[src/rtl/wb_pipe_skid_pkg.sv]
// Shared writeback-pipeline definitions.
// Default widths, NOP encoding and the payload bundle.
package wb_pipe_skid_pkg;

  localparam int DEF_DATA_W  = 32;
  localparam int DEF_INSTR_W = 32;
  localparam int DEF_CNT_W   = 16;

  localparam logic [31:0] NOP_INSTR = 32'h0000_0013;

  typedef struct packed {
    logic                   reg_write;
    logic [DEF_DATA_W-1:0]  rd_data;
    logic [DEF_INSTR_W-1:0] instruction;
  } wb_payload_t;

endpackage

[src/rtl/wb_pipe_skid_if.sv]
// Valid/ready bundle between the memory stage,
// the writeback skid stage and the register file.
interface wb_pipe_skid_if
  import wb_pipe_skid_pkg::*;
#(
  parameter int DATA_W  = DEF_DATA_W,
  parameter int INSTR_W = DEF_INSTR_W,
  parameter int CNT_W   = DEF_CNT_W
);

  logic               in_valid;
  logic               in_ready;
  logic               reg_write_in;
  logic [DATA_W-1:0]  rd_sel_mux_in;
  logic [INSTR_W-1:0] instruction_in;
  logic               out_valid;
  logic               out_ready;
  logic               reg_write_out;
  logic [DATA_W-1:0]  rd_sel_mux_out;
  logic [INSTR_W-1:0] instruction_out;
  logic [CNT_W-1:0]   stall_count;

  modport master (
    output in_valid,
    output reg_write_in,
    output rd_sel_mux_in,
    output instruction_in,
    output out_ready,
    input  in_ready,
    input  out_valid,
    input  reg_write_out,
    input  rd_sel_mux_out,
    input  instruction_out,
    input  stall_count
  );

  modport slave (
    input  in_valid,
    input  reg_write_in,
    input  rd_sel_mux_in,
    input  instruction_in,
    input  out_ready,
    output in_ready,
    output out_valid,
    output reg_write_out,
    output rd_sel_mux_out,
    output instruction_out,
    output stall_count
  );

endinterface

[src/rtl/wb_pipe_entry.sv]
// Enable-loaded payload register with async reset.
// Used for both the main and the skid slot.
module wb_pipe_entry #(
  parameter type T = logic
) (
  input  logic clk,
  input  logic rst,
  input  logic i_en,
  input  T     i_d,
  output T     o_q
);

  T r_q;

  always_ff @(posedge clk or posedge rst) begin
    if (rst)
      r_q <= '0;
    else if (i_en)
      r_q <= i_d;
  end

  assign o_q = r_q;

endmodule

[src/rtl/wb_pipe_skid.sv]
// Writeback stage with two-entry skid buffer,
// synchronous flush and saturating stall counter.
module wb_pipe_skid
  import wb_pipe_skid_pkg::*;
#(
  parameter int DATA_W  = DEF_DATA_W,
  parameter int INSTR_W = DEF_INSTR_W,
  parameter int CNT_W   = DEF_CNT_W
) (
  input logic           clk,
  input logic           rst,
  input logic           flush,
  wb_pipe_skid_if.slave bus
);

  typedef struct packed {
    logic               reg_write;
    logic [DATA_W-1:0]  rd_data;
    logic [INSTR_W-1:0] instruction;
  } payload_t;

  localparam logic [1:0] ST_EMPTY = 2'b00;
  localparam logic [1:0] ST_ONE   = 2'b01;
  localparam logic [1:0] ST_TWO   = 2'b11;

  localparam logic [INSTR_W-1:0] W_NOP =
    INSTR_W'(NOP_INSTR);

  logic [1:0]       r_state;
  logic [1:0]       w_state_nxt;
  logic [CNT_W-1:0] r_stall;
  logic             w_accept;
  logic             w_consume;
  logic             w_main_en;
  logic             w_skid_en;
  logic             w_from_skid;
  payload_t         w_in;
  payload_t         w_main_d;
  payload_t         w_main_q;
  payload_t         w_skid_q;

  // state bit 1 is skid_v, so in_ready never sees out_ready
  assign bus.in_ready = !r_state[1];
  assign w_accept     = bus.in_valid & !r_state[1];
  assign w_consume    = r_state[0] & bus.out_ready;

  assign w_in = '{
    reg_write:   bus.reg_write_in,
    rd_data:     bus.rd_sel_mux_in,
    instruction: bus.instruction_in
  };

  always_comb begin
    w_state_nxt = r_state;
    w_main_en   = 1'b0;
    w_skid_en   = 1'b0;
    w_from_skid = 1'b0;
    if (flush) begin
      w_state_nxt = ST_EMPTY;
    end else begin
      case (r_state)
        ST_EMPTY: begin
          if (w_accept) begin
            w_main_en   = 1'b1;
            w_state_nxt = ST_ONE;
          end
        end
        ST_ONE: begin
          unique case (1'b1)
            w_accept & w_consume: w_main_en = 1'b1;
            w_accept & !w_consume: begin
              w_skid_en   = 1'b1;
              w_state_nxt = ST_TWO;
            end
            !w_accept & w_consume:
              w_state_nxt = ST_EMPTY;
            default: ;
          endcase
        end
        ST_TWO: begin
          if (w_consume) begin
            w_main_en   = 1'b1;
            w_from_skid = 1'b1;
            w_state_nxt = ST_ONE;
          end
        end
        default: w_state_nxt = ST_EMPTY;
      endcase
    end
  end

  always_ff @(posedge clk or posedge rst) begin
    if (rst)
      r_state <= ST_EMPTY;
    else
      r_state <= w_state_nxt;
  end

  assign w_main_d = w_from_skid ? w_skid_q : w_in;

  wb_pipe_entry #(.T(payload_t)) u_main (
    .clk  (clk),
    .rst  (rst),
    .i_en (w_main_en),
    .i_d  (w_main_d),
    .o_q  (w_main_q)
  );

  wb_pipe_entry #(.T(payload_t)) u_skid (
    .clk  (clk),
    .rst  (rst),
    .i_en (w_skid_en),
    .i_d  (w_in),
    .o_q  (w_skid_q)
  );

  always_ff @(posedge clk or posedge rst) begin
    if (rst)
      r_stall <= '0;
    else if (r_state[0] && !bus.out_ready
             && !flush && (r_stall != '1))
      r_stall <= r_stall + CNT_W'(1);
  end

  assign bus.out_valid       = r_state[0];
  assign bus.reg_write_out   =
    w_main_q.reg_write & r_state[0];
  assign bus.rd_sel_mux_out  =
    r_state[0] ? w_main_q.rd_data : '0;
  assign bus.instruction_out =
    r_state[0] ? w_main_q.instruction : W_NOP;
  assign bus.stall_count     = r_stall;

endmodule
[src/flat_wrapper.sv]
// flat-port wrapper written by rule: the top's interface ports become plain ports
module wb_pipe_skid_flat import wb_pipe_skid_pkg::*;
#(
  parameter int DATA_W  = DEF_DATA_W,
  parameter int INSTR_W = DEF_INSTR_W,
  parameter int CNT_W   = DEF_CNT_W
)
  (clk, rst, flush, bus_in_valid, bus_reg_write_in, bus_rd_sel_mux_in, bus_instruction_in, bus_out_ready, bus_in_ready, bus_out_valid, bus_reg_write_out, bus_rd_sel_mux_out, bus_instruction_out, bus_stall_count);
  wb_pipe_skid_if #(.DATA_W(DATA_W), .INSTR_W(INSTR_W), .CNT_W(CNT_W)) bus_i ();
  input logic clk;
  input logic rst;
  input logic flush;
  input wire logic [$bits(bus_i.in_valid)-1:0] bus_in_valid;
  input wire logic [$bits(bus_i.reg_write_in)-1:0] bus_reg_write_in;
  input wire logic [$bits(bus_i.rd_sel_mux_in)-1:0] bus_rd_sel_mux_in;
  input wire logic [$bits(bus_i.instruction_in)-1:0] bus_instruction_in;
  input wire logic [$bits(bus_i.out_ready)-1:0] bus_out_ready;
  output wire logic [$bits(bus_i.in_ready)-1:0] bus_in_ready;
  output wire logic [$bits(bus_i.out_valid)-1:0] bus_out_valid;
  output wire logic [$bits(bus_i.reg_write_out)-1:0] bus_reg_write_out;
  output wire logic [$bits(bus_i.rd_sel_mux_out)-1:0] bus_rd_sel_mux_out;
  output wire logic [$bits(bus_i.instruction_out)-1:0] bus_instruction_out;
  output wire logic [$bits(bus_i.stall_count)-1:0] bus_stall_count;
  assign bus_i.in_valid = bus_in_valid;
  assign bus_i.reg_write_in = bus_reg_write_in;
  assign bus_i.rd_sel_mux_in = bus_rd_sel_mux_in;
  assign bus_i.instruction_in = bus_instruction_in;
  assign bus_i.out_ready = bus_out_ready;
  assign bus_in_ready = bus_i.in_ready;
  assign bus_out_valid = bus_i.out_valid;
  assign bus_reg_write_out = bus_i.reg_write_out;
  assign bus_rd_sel_mux_out = bus_i.rd_sel_mux_out;
  assign bus_instruction_out = bus_i.instruction_out;
  assign bus_stall_count = bus_i.stall_count;
  wb_pipe_skid #(.DATA_W(DATA_W), .INSTR_W(INSTR_W), .CNT_W(CNT_W)) u_core (.clk(clk), .rst(rst), .flush(flush), .bus(bus_i));
endmodule
[config.mk]
export PLATFORM = sky130hd
export DESIGN_NAME = wb_pipe_skid_flat
export DESIGN_NICKNAME = d
export VERILOG_FILES = /design/src/rtl/wb_pipe_skid_pkg.sv /design/src/rtl/wb_pipe_skid_if.sv /design/src/rtl/wb_pipe_entry.sv /design/src/rtl/wb_pipe_skid.sv /design/src/flat_wrapper.sv
export SDC_FILE = /design/constraint.sdc
export NUM_CORES = 1
export LEC_CHECK = 0
export BUFFER_PORTS_ARGS = -buffer_cell sky130_fd_sc_hd__buf_2
export CAP_MARGIN = 40
export CORE_ASPECT_RATIO = 0.5
export CORE_MARGIN = 10
export CORE_UTILIZATION = 25
export DETAILED_ROUTE_END_ITERATION = 10
export GPL_TIMING_DRIVEN = 1
export PLACE_DENSITY_LB_ADDON = 0.1
export SYNTH_ARGS = -nofsm -noshare
export SYNTH_HDL_FRONTEND = slang
export SYNTH_HIERARCHICAL = 1
export SYNTH_SLANG_ARGS = --single-unit
[constraint.sdc]
create_clock -name clk -period 3 [get_ports clk]
set_input_delay 0.45 -clock clk [delete_from_list [all_inputs] [get_ports clk]]
set_output_delay 0.45 -clock clk [all_outputs]
set_load 0.02 [all_outputs]
==> results.ini, run 1 <==
[status]
status=finished clean

[cts]
cts_sinks=148
cts_inserted_buffers=17
cts-root-buf=clkbuf_16
clk_pin_slew_ns=0.06
clk_latency_ns=0.44
clk_path_buf_depth=2
cts-resized-gates=0
htreeDepth=4
cts_tree=yes

[drt]
drt_iter0_drc=223
wl_per_cell_um=18.7
routed.top_layer=met4
wl_met3_um=733
wl_met1_mm=9.02
via_count=4572
viasPerCell=4.19
wl_mm=20.4
ant_nets=0
wl_met2_mm=10.4
drc=0
firstDrtPassIters=4

[timing]
final_hold_viol_count=0
setup_tns_ns=0
finalSetupViolations=0
slew_headroom_pct=53.1
grt_setup_unrepaired=no
fin_skew_ns=0.00891
period_needed_ns=2.49
setup_ws_ns=0.511
tightestPinTransition_ns=0.703
max_freq_mhz=402
slew_violations=0
post-route-period-util_pct=83.0

[critical_path]
worstPathRequired_ns=2.55
cp-start-kind=register
slowest_stage=dfrtp_2
arrival_ns=2.04
crit_path_cell_trace=buf_4 > and2_1 > buf_2
worst_setup_path_end_kind=output port
slowest_delay_ns=0.66
crit_type=register to output port
path_max_fanout=49

[flow_run]
cap_viol_max_count=0

[power_and_ir_drop]
power.density_nw_per_um2=928
p_leak_nw=4.35
peakVddDrop_uv=376

[logic_synthesis]
async_flop_share_pct=100
synthCells=532
syn-mean-instance-area_um2=14.1
ys_seq_area_share_pct=49.3
ys_warn_count=6
synth_cell_types=36
synth_ff_type=dfrtp_1
ys_ff_latch=148
syn-cell-area_um2=7520
syn-num-nets=607
synth_edf_count=0

[global_routing]
grt_pass1_wl_mm=31.9
grt_pass1_vias=5110
grt_usage_pct=11.1
grt_start_max_net_pins=50
antenna_found_initial=0
overflow=0

[floorplanning]
die_w_um=265
ios=153
die_h_um=143
rows=44
die-area_um2=37800
core_um2=29300
start_util_pct=25.7

[place]
io_buffers=152
routabilityCongestion=0.686
dp_hpwl_mm=13.6
place_ws_ns=0.445

[final_layout]
drive_above_1_share_pct=57.1
synthToLayoutAreaGrowth_pct=23.7
layout_common_cells=152 x buf_2, 147 x dfrtp_1, 100 x mux2_4, 97 x mux2_2, 63 x and2_1
num-nets-final=762
fill_cells=2974
final_common_cell=buf_2
antenna_cells=0

[worst_hold_path]
worstHoldPathType=primary input to register

[power by group]
group	internal, W	switching, W	total [W]
Sequential	0.00293	0.000517	0.00345
Clock	0.00122	0.000878	0.00210
Combinational	0.00175	0.00134	0.00309
Total	0.00590	0.00274	0.00863
[cell type report]
cell class / instances / area [µm²] / share of cell area (%)
clock buffers: 23 / 488 / 5.25
clock inverters: 9 / 77.6 / 0.834
inverters: 6 / 25.0 / 0.269
multi-input cells: 348 / 3580 / 38.5
flip-flops and latches: 148 / 3700 / 39.8
well taps: 391 / 489 / 5.26
repair buffers: 166 / 938 / 10.1
[sequential cells by signal, indices dropped and copies added, names as in the netlist]
register / flops
u_core/bus.stall_count: 16
u_core/r_state: 2
u_core/u_main/o_q: 65
u_core/u_skid/o_q: 65
[routing by layer]
metal | vias to the layer above | GRT usage, %
met3 | 14 | 3.32
met5 | - | 0
met2 | 50 | 19.4
li1 | 2175 | -
met4 | 0 | 3.25
met1 | 2333 | 13.0
[metrics by stage]
step | power [W] | cells | hold slack [ns] | area (µm²) | util, %
after floorplan | 0.00575 | 532 | 0.389 | 7520 | -
after global placement | 0.00660 | 1057 | 0.483 | 8700 | 29.7
after detailed placement | 0.00663 | 1058 | 0.419 | 8720 | 29.8
after CTS | 0.00882 | 1091 | 0.223 | 9300 | 31.8
after global routing | 0.00921 | 1091 | 0.233 | 9300 | 31.8
final | 0.00863 | 1091 | 0.257 | 9300 | 31.8
[critical path, delay by kind of cell, from the launching register on]
kind	cells	cell delay (ns)
DFF	1	0.66
buffers and inverters	2	0.68
and+or+nand+nor	1	0.25
[cell usage after synthesis, types with 6 or more instances]
cell      count  area [µm²]
buf_2         8        40.0
nand3_1       8        40.0
buf_6        13         146
and2_1       63         394
nor2_1       10        37.5
nor3_1        6        30.0
inv_1         6        22.5
a21oi_1       8        40.0
clkbuf_1      8        30.0
mux2_4      100        1500
dfrtp_1     148        3700
xnor2_1       7        61.3
nand2_1       8        30.0
mux2_2       97        1090
[worst paths after layout]
kind	start	to	slack, ns	cells after the start
max in group asynchronous	rst	u_core/u_skid/o_q[12]$_DFFE_PP0P_	1.54	4
worst max-delay path	u_core/r_state[0]$_DFFE_PP0P_	bus_instruction_out[15]	0.51	3
worst max register to register	u_core/r_state[0]$_DFFE_PP0P_	u_core/bus.stall_count[15]$_DFFE_PP0P_	0.54	5
min in group asynchronous	rst	u_core/r_state[0]$_DFFE_PP0P_	0.52	3
worst min register to register	u_core/u_main/o_q[22]$_DFFE_PP0P_	u_core/u_main/o_q[22]$_DFFE_PP0P_	0.50	1
worst min-delay path	bus_instruction_in[31]	u_core/u_skid/o_q[31]$_DFFE_PP0P_	0.26	2
[cell families (layout without fill, tap and decap cells)]
| logic type | after synthesis | count (layout) | synth area share, % |
|---|---|---|---|
| multiplexers | 199 | 199 | 34.8 |
| flip-flops | 148 | 148 | 49.3 |
| AND/OR/NAND/NOR | 115 | 115 | 9.19 |
| buffers and inverters | 36 | 204 | 3.28 |
| AO/OA/AOI/OAI | 21 | 21 | 1.73 |
| XOR/XNOR | 8 | 8 | 0.932 |
| adder cells (fa/ha/maj) | 5 | 5 | 0.832 |
[repair_timing]
action	CTS	global route
hold endpoints to repair	2	0
hold buffers	1	0
buffers inserted	0	0
(Power assumes the default switching activity.)
==> inputs of run 2 (changes only) <==
==> constraint.sdc (replaced) <==
create_clock -name clk -period 2.4 [get_ports clk]
set_input_delay 0.36 -clock clk [delete_from_list [all_inputs] [get_ports clk]]
set_output_delay 0.36 -clock clk [all_outputs]
set_load 0.02 [all_outputs]
==> run 2 against run 1 <==
Sequential share of layout area is 0.70 points lower. Critical path depth increased by 1. Clock-buffer cell count grew 1. Cell count rose by 0.82%. Total power grew 28%. First-iteration DRC count down 28%. Critical endpoint unchanged.
==> results.ini, run 2 (synthesis results as in run 1) <==
[global_routing]
grt_pass1_vias=5142
grt_start_max_net_pins=41
overflow=0
grt_usage_pct=11.0
antenna_found_initial=2
grt_pass1_wl_mm=31.6

[critical_path]
worst_setup_path_end_kind=output port
crit_type=register to output port
cp-start-kind=register
r2r_slack_ns=0.29
arrival_ns=1.81
path_max_fanout=31
worstPathRequired_ns=2.04

[timing]
max_freq_mhz=460
tightestPinTransition_ns=0.771
period_needed_ns=2.17
grt_setup_unrepaired=no
final_hold_viol_count=0
setup_tns_ns=0
slew_headroom_pct=48.6
fin_skew_ns=0.0102
finalSetupViolations=0
setup_ws_ns=0.227
post-route-period-util_pct=90.6
slew_violations=0

[power_and_ir_drop]
design_power_total_w=0.0110
peakVddDrop_uv=548
p_leak_nw=4.44
power.density_nw_per_um2=1170

[cts]
cts_sinks=148
clk_path_buf_depth=2
cts_inserted_buffers=17
cts_tree=yes
clk_latency_ns=0.44
hold_buffers=1
cts_setup_buffers=0
cts-resized-gates=0
clk_pin_slew_ns=0.06
cts-root-buf=clkbuf_16
htreeDepth=4

[final_layout]
layout_common_cells=152 x buf_2, 147 x dfrtp_1, 100 x mux2_4, 97 x mux2_2, 63 x and2_1
drive_above_1_share_pct=57.8
synthToLayoutAreaGrowth_pct=25.9
num-nets-final=771
final_common_cell=buf_2
stdcell_count=1100

[drt]
wl_mm=20.3
drt_iter0_drc=161
viasPerCell=4.22
drc=0
ant_nets=0
firstDrtPassIters=4
via_count=4647
wl_per_cell_um=18.4

[floorplanning]
rows=44
ios=153
core_um2=29300
start_util_pct=25.7
die_w_um=265
die-area_um2=37800
die_h_um=143

[place]
io_buffers=152
routabilityCongestion=0.730
place_ws_ns=0.304
dp_hpwl_mm=14.0
place_inst=1067

[status]
status=finished clean

[flow_run]
cap_viol_max_count=0

[worst_hold_path]
worstHoldPathType=primary input to register

[run 2: where the power goes]
| group | internal, W | total, W | switching (W) |
|---|---|---|---|
| logic | 0.00224 | 0.00396 | 0.00172 |
| registers | 0.00366 | 0.00429 | 0.000625 |
| clock network | 0.00169 | 0.00278 | 0.00109 |
[run 2: worst paths after layout]
path                                                endpoint  cells past startpoint                              start
max in group asynchronous   u_core/u_main/o_q[2]$_DFFE_PP0P_                      4                                rst
hold / removal              u_core/u_skid/o_q[6]$_DFFE_PP0P_                      2              bus_instruction_in[6]
min in group asynchronous  u_core/u_skid/o_q[17]$_DFFE_PP0P_                      3                                rst
setup / recovery                     bus_instruction_out[15]                      4      u_core/r_state[0]$_DFFE_PP0P_
setup reg to reg           u_core/u_main/o_q[40]$_DFFE_PP0P_                      9      u_core/r_state[1]$_DFFE_PP0P_
hold reg to reg            u_core/u_main/o_q[13]$_DFFE_PP0P_                      1  u_core/u_main/o_q[13]$_DFFE_PP0P_
[run 2: metal layers]
layer / global-route usage [%] / vias up / wire length [µm]
met1: 13.6 / 2381 / 9330
li1: - / 2204 / -
met3: 3.53 / 14 / 654
met5: 0 / - / 18
met4: 3.25 / 2 / 192
met2: 18.0 / 46 / 10100
[run 2: area by class of cell]
| type | instances | area [µm²] |
|---|---|---|
| fillers | 2954 | 19800 |
| flip-flops and latches | 148 | 3700 |
| multi-input cells | 348 | 3580 |
| repair buffers | 175 | 1060 |
| clock buffers | 24 | 512 |
| well taps | 391 | 489 |
| clock inverters | 7 | 93.8 |
| inverters | 6 | 25.0 |
| diodes | 1 | 2.50 |
[run 2: worst max-delay path, cell delays in order, from the launching register on]
cell	delay, ns
dfrtp_2	0.44
buf_4	0.20
buf_4	0.32
and2_1	0.23
buf_2	0.18
[run 2: metrics by stage]
step           area [µm²]  utilization, %  hold WS, ns
6_report             9470            32.3        0.159
5_1_grt              9460            32.3        0.135
4_1_cts              9460            32.3        0.134
3_5_place_dp         8850            30.2        0.302
3_3_place_gp         8830            30.1        0.444
2_1_floorplan        7520               -        0.299
